<file path="config.mk">
export PLATFORM = sky130hd
export DESIGN_NAME = mips_multicycle_ctrl
export DESIGN_NICKNAME = d
export VERILOG_FILES = /design/src/rtl/mips_multicycle_ctrl.sv
export SDC_FILE = /design/constraint.sdc
export NUM_CORES = 1
export LEC_CHECK = 0
export ABC_CLOCK_PERIOD_IN_PS = 4650
export CAP_MARGIN = 20
export CORE_MARGIN = 2
export CORE_UTILIZATION = 45
export DETAILED_ROUTE_END_ITERATION = 8
export PLACE_DENSITY_LB_ADDON = 0.2
export SLEW_MARGIN = 20
export SYNTH_ARGS = -nofsm -noshare
export SYNTH_HDL_FRONTEND = slang
export SYNTH_SLANG_ARGS = --single-unit
export TNS_END_PERCENT = 30
</file>
<file path="constraint.sdc">
create_clock -name clk -period 4.65 [get_ports clk]
set_input_delay 1.395 -clock clk [delete_from_list [all_inputs] [get_ports clk]]
set_output_delay 1.395 -clock clk [all_outputs]
set_load 0.02 [all_outputs]
</file>
<file path="src/rtl/mips_multicycle_ctrl.sv">
// Main control FSM for the multicycle MIPS datapath.
// Sequences fetch/decode/execute/memory/writeback and drives every datapath
// enable and mux select. Memory states wait on mem_ready with a bounded wait;
// on timeout mem_err pulses and the instruction is retried from FETCH.
// Outputs decode from the current state; pc_en and ir_write in FETCH are
// qualified by mem_ready and pc_en in BEQ_EX by alu_zero.
// Optional feature macro: ILLEGAL_TRAP_EN (illegal opcodes lock into TRAP).
module mips_multicycle_ctrl #(
    parameter int MEM_TIMEOUT = 16
) (
    input  logic       clk,
    input  logic       reset,
    input  logic [5:0] opcode,
    input  logic [5:0] funct,
    input  logic       alu_zero,
    input  logic       mem_ready,
    output logic       pc_en,
    output logic       ir_write,
    output logic       iord,
    output logic       mem_read,
    output logic       mem_write,
    output logic       reg_write,
    output logic       reg_dst,
    output logic       mem_to_reg,
    output logic       alu_src_a,
    output logic [1:0] alu_src_b,
    output logic [1:0] alu_op,
    output logic [1:0] pc_source,
    output logic       mem_err,
    output logic [3:0] state_o
);

    localparam int CW = (MEM_TIMEOUT > 2) ? $clog2(MEM_TIMEOUT) : 1;

    localparam logic [5:0] OP_RTYPE = 6'b000000;
    localparam logic [5:0] OP_LW    = 6'b100011;
    localparam logic [5:0] OP_SW    = 6'b101011;
    localparam logic [5:0] OP_BEQ   = 6'b000100;
    localparam logic [5:0] OP_ADDI  = 6'b001000;
    localparam logic [5:0] OP_J     = 6'b000010;
    localparam logic [5:0] FN_JR    = 6'b001000;

    typedef enum logic [3:0] {
        S_FETCH    = 4'd0,
        S_DECODE   = 4'd1,
        S_MEMADR   = 4'd2,
        S_MEMRD    = 4'd3,
        S_MEMWB    = 4'd4,
        S_MEMWR    = 4'd5,
        S_RTYPE_EX = 4'd6,
        S_RTYPE_WB = 4'd7,
        S_BEQ_EX   = 4'd8,
        S_ADDI_EX  = 4'd9,
        S_ADDI_WB  = 4'd10,
        S_JUMP     = 4'd11,
        S_JR       = 4'd12,
        S_TRAP     = 4'd15
    } state_t;

    state_t          r_state;
    state_t          w_nextState;
    logic [CW-1:0]   r_waitCnt;
    logic            r_memErr;
    logic            w_memState;
    logic            w_timeout;
    logic            w_pcWrite;
    logic            w_branch;

    assign w_memState = (r_state == S_FETCH) || (r_state == S_MEMRD) || (r_state == S_MEMWR);
    assign w_timeout  = w_memState && !mem_ready && (r_waitCnt == CW'(MEM_TIMEOUT - 1));

    // Next-state selection; a timed-out access always falls back to FETCH.
    always_comb begin
        w_nextState = r_state;
        case (r_state)
            S_FETCH: begin
                if (mem_ready)      w_nextState = S_DECODE;
                else if (w_timeout) w_nextState = S_FETCH;
            end
            S_DECODE: begin
                case (opcode)
                    OP_RTYPE: w_nextState = (funct == FN_JR) ? S_JR : S_RTYPE_EX;
                    OP_LW:    w_nextState = S_MEMADR;
                    OP_SW:    w_nextState = S_MEMADR;
                    OP_BEQ:   w_nextState = S_BEQ_EX;
                    OP_ADDI:  w_nextState = S_ADDI_EX;
                    OP_J:     w_nextState = S_JUMP;
`ifdef ILLEGAL_TRAP_EN
                    default:  w_nextState = S_TRAP;
`else
                    default:  w_nextState = S_FETCH;
`endif
                endcase
            end
            S_MEMADR:   w_nextState = (opcode == OP_SW) ? S_MEMWR : S_MEMRD;
            S_MEMRD: begin
                if (mem_ready)      w_nextState = S_MEMWB;
                else if (w_timeout) w_nextState = S_FETCH;
            end
            S_MEMWB:    w_nextState = S_FETCH;
            S_MEMWR: begin
                if (mem_ready || w_timeout) w_nextState = S_FETCH;
            end
            S_RTYPE_EX: w_nextState = S_RTYPE_WB;
            S_RTYPE_WB: w_nextState = S_FETCH;
            S_BEQ_EX:   w_nextState = S_FETCH;
            S_ADDI_EX:  w_nextState = S_ADDI_WB;
            S_ADDI_WB:  w_nextState = S_FETCH;
            S_JUMP:     w_nextState = S_FETCH;
            S_JR:       w_nextState = S_FETCH;
            S_TRAP:     w_nextState = S_TRAP;
            default:    w_nextState = S_FETCH;
        endcase
    end

    // State, memory wait counter and the registered timeout pulse.
    always_ff @(posedge clk or posedge reset) begin
        if (reset) begin
            r_state   <= S_FETCH;
            r_waitCnt <= '0;
            r_memErr  <= 1'b0;
        end else begin
            r_state  <= w_nextState;
            r_memErr <= w_timeout;
            if ((w_nextState != r_state) || w_timeout)
                r_waitCnt <= '0;
            else if (w_memState && !mem_ready)
                r_waitCnt <= r_waitCnt + CW'(1);
        end
    end

    // Datapath control decode from the current state.
    always_comb begin
        w_pcWrite  = 1'b0;
        w_branch   = 1'b0;
        ir_write   = 1'b0;
        iord       = 1'b0;
        mem_read   = 1'b0;
        mem_write  = 1'b0;
        reg_write  = 1'b0;
        reg_dst    = 1'b0;
        mem_to_reg = 1'b0;
        alu_src_a  = 1'b0;
        alu_src_b  = 2'b00;
        alu_op     = 2'b00;
        pc_source  = 2'b00;
        case (r_state)
            S_FETCH: begin
                mem_read  = 1'b1;
                alu_src_b = 2'b01;
                ir_write  = mem_ready;
                w_pcWrite = mem_ready;
            end
            S_DECODE: begin
                alu_src_b = 2'b11;
            end
            S_MEMADR: begin
                alu_src_a = 1'b1;
                alu_src_b = 2'b10;
            end
            S_MEMRD: begin
                mem_read = 1'b1;
                iord     = 1'b1;
            end
            S_MEMWB: begin
                reg_write  = 1'b1;
                mem_to_reg = 1'b1;
            end
            S_MEMWR: begin
                mem_write = 1'b1;
                iord      = 1'b1;
            end
            S_RTYPE_EX: begin
                alu_src_a = 1'b1;
                alu_op    = 2'b10;
            end
            S_RTYPE_WB: begin
                reg_write = 1'b1;
                reg_dst   = 1'b1;
            end
            S_BEQ_EX: begin
                alu_src_a = 1'b1;
                alu_op    = 2'b01;
                pc_source = 2'b01;
                w_branch  = 1'b1;
            end
            S_ADDI_EX: begin
                alu_src_a = 1'b1;
                alu_src_b = 2'b10;
            end
            S_ADDI_WB: begin
                reg_write = 1'b1;
            end
            S_JUMP: begin
                pc_source = 2'b10;
                w_pcWrite = 1'b1;
            end
            S_JR: begin
                pc_source = 2'b11;
                w_pcWrite = 1'b1;
            end
            default: begin
            end
        endcase
    end

    assign pc_en   = w_pcWrite | (w_branch & alu_zero);
    assign mem_err = r_memErr;
    assign state_o = r_state;

endmodule

</file>
==> metrics.txt <==
outcome=finished, final reports clean; Area growth, synth to finish=42.5%; Skew-Pair Late Insertion Delay=260 ps; antenna violations before repair=0; cell area power density=401 nW/um^2; post-synthesis cell type count=46; Primary FF master, synth=dfrtp_1; clock skew=between 2 and 3 ps; first-pass GRT wire length=~4000 um; area of the die=2350 sq um; Clock Sinks=9; nets@finish=approximately 170; RSZ-0062 raised after global routing=false; worst hold path class=reg -> reg; reg2reg start=state_o[0]$_DFF_PP0_; H-tree depth=1; Ports=36; Hold Violations, Final=0; dpl cell area=~1200 sq um; vias in the first global route=944; family with the most delay on the worst path=buffers and inverters; Worst Path Arrival=approximately 2700 ps; setup TNS=0 ps; share of cells above drive strength 1=around 8%; clock-pin transition on the worst setup and hold timing paths=roughly 50 ps; DR WL/cell=roughly 13 um; Mapped Nets=approximately 130; Critical Path Max Stage Delay=around 530 ps; Critical Path Source=mem_ready; Fmax achieved=around 240 MHz; ys async rst share=100%; total wire length=roughly 2300 um; Critical Path RT=between 3000 and 4000 ps; CTS tree=yes; Rows=16; Fillers=191; hold bufs inserted after CTS=0; CP dominant cell by count=clkdlybuf4s50_1; final setup fails=0; input/output buffers=35; cells along the critical path=clkdlybuf4s50_1 -> and3_1 -> a211o_1 -> clkdlybuf4s50_1; starting density of the core=between 40% and 50%; CTS max path bufs=2; clock tree root buffer cell=clkbuf_4; mapped cell area=between 800 and 900 sq um; total track usage=approximately a fifth; post-CTS sizing=0; DR pass1 iterations=4; Max VDD drop=~0.00025 V; Mapped Cells=approximately 120; Vias=about 1.0k; CP Class=in -> out; sequential area share after synthesis=about a quarter; Iteration-0 DRC Markers=10; min cycle time layout=4140 ps; multi-input gate area in the final layout=between 600 and 700 sq um; CTS Buf Count=3; n_diodes=0; Congestion Overflow GR=0; largest net degree at the start of global routing=22; Critical-path top delay cell=clkdlybuf4s50_1; Placeable Area=1920 sq um; register area=between 200 and 250 sq um; period utilization=roughly 89%; worst path buffer plus inverter count=2; Max Slew Vio Count=0; die width=48.5 um; crit path launch type=input pin; Yosys reg bits=9; Routed Antenna Nets=0; design area=between 1000 and 1500 sq um; post-CTS setup buffers=0; routability cong.=0.854; Hold Path Origin=r_waitCnt[3]$_DFFE_PP0P_; HPWL after detailed placement=1800 um; Slew HR=~46%; crit end category=output port; Yosys Warn Count=0; CP max FO=2; DR vias/cell=slightly below 6; worst-margin pin slew=795 ps; Post-synth EDFFs=0; DRC=0; total of max-cap violations=0; syn_area_per_cell=~7.7 sq um; P_leak=0.486 nW; Chip Height=48.5 um
-- path summary, 6_finish.rpt --
check	end	slack, ps	cells after the start
setup / recovery	pc_en	510	4
hold reg to reg	r_waitCnt[3]$_DFFE_PP0P_	570	2
max in group asynchronous	state_o[2]$_DFF_PP0_	3020	2
setup reg to reg	r_waitCnt[2]$_DFFE_PP0P_	2040	5
min in group asynchronous	state_o[1]$_DFF_PP0_	1390	2
hold / removal	r_waitCnt[3]$_DFFE_PP0P_	570	2
-- per-stage QoR --
stage	hold slack [ps]	setup slack, ps	power [mW]	cells	util, %
after floorplan	522	1330	0.335	116	-
after global placement	543	503	0.445	171	64.6
after detailed placement	564	511	0.451	171	64.6
after CTS	579	506	0.510	175	66.0
after global routing	614	484	0.546	175	66.0
final	573	514	0.508	175	66.0
-- Yosys cell counts (2+ instances only) --
master    count  area share (%)
nor2_1       13             5.5
nor3_1       11             6.2
nand2_1      10             4.2
dfrtp_1       9              25
nand2b_1      6             4.2
o21ai_0       6             3.4
clkbuf_1      5             2.1
inv_1         5             2.1
xnor2_1       4             3.9
a21oi_1       3             1.7
and3_1        3             2.1
and2_1        2             1.4
buf_2         2             1.1
nand4_1       2             1.4
nor2b_1       2             1.4
nor4b_1       2             2.0
or4_1         2             1.7
-- worst register-to-register path: stages, from the launching register on --
cell and delay (ps):
dfrtp_1 700, or4b_4 540, a2111oi_0 730, nor3_1 100
o2bb2ai_1 310, nor3_1 100
-- placed cells by master (no fill, tap or decap), drive strengths merged, types with 2 or more instances in the layout --
cell,n
nor3,11
xnor2,4
nand2b,6
dfrtp,9
o211ai,2
clkdlybuf4s50,35
nand4,2
and2,2
and3,3
a21oi,3
nand2,10
nor2b,2
o21ai,6
nor4b,2
or4,3
clkbuf,4
nor2,13
o2111ai,2
inv,5
a32oi,2
-- where the power goes --
| part | switching, mW | internal, mW |
|---|---|---|
| Clock | 0.0254 | 0.0329 |
| Combinational | 0.165 | 0.148 |
| Sequential | 0.0469 | 0.0904 |
| Total | 0.237 | 0.271 |
-- cell families after synthesis --
kind of cell / count (synthesis) / synth area share (%)
and+or+nand+nor: 61 / 37.6
AOI/OAI and AO/OA: 26 / 23.1
buffers and inverters: 13 / 6.61
DFF: 9 / 25.3
xor gates and xnor gates: 5 / 4.92
muxes: 1 / 1.13
adders and majority gates: 1 / 1.41
-- cell type report --
type | count | area share [%]
inverter | 5 | 1.48
multi-input combinational | 94 | 47.8
tap | 27 | 2.67
timing repair buffer | 36 | 28.2
sequential | 9 | 17.8
clock buffer | 4 | 2.07
-- flip-flops by register name, indices dropped and copies added (netlist names) --
signal / flops
state_o: 4
mem_err: 1
r_waitCnt: 4
-- metal layers --
| metal | GRT usage (%) | vias to the layer above | wire [um] |
|---|---|---|---|
| li1 | - | 499 | - |
| met3 | 3.40 | 4 | 146 |
| met1 | 23.2 | 465 | 941 |
| met5 | 0 | - | 0 |
| met2 | 40.3 | 46 | 1190 |
| met4 | 7.14 | 0 | 38 |
No activity file was read; power rests on OpenSTA's default activity.
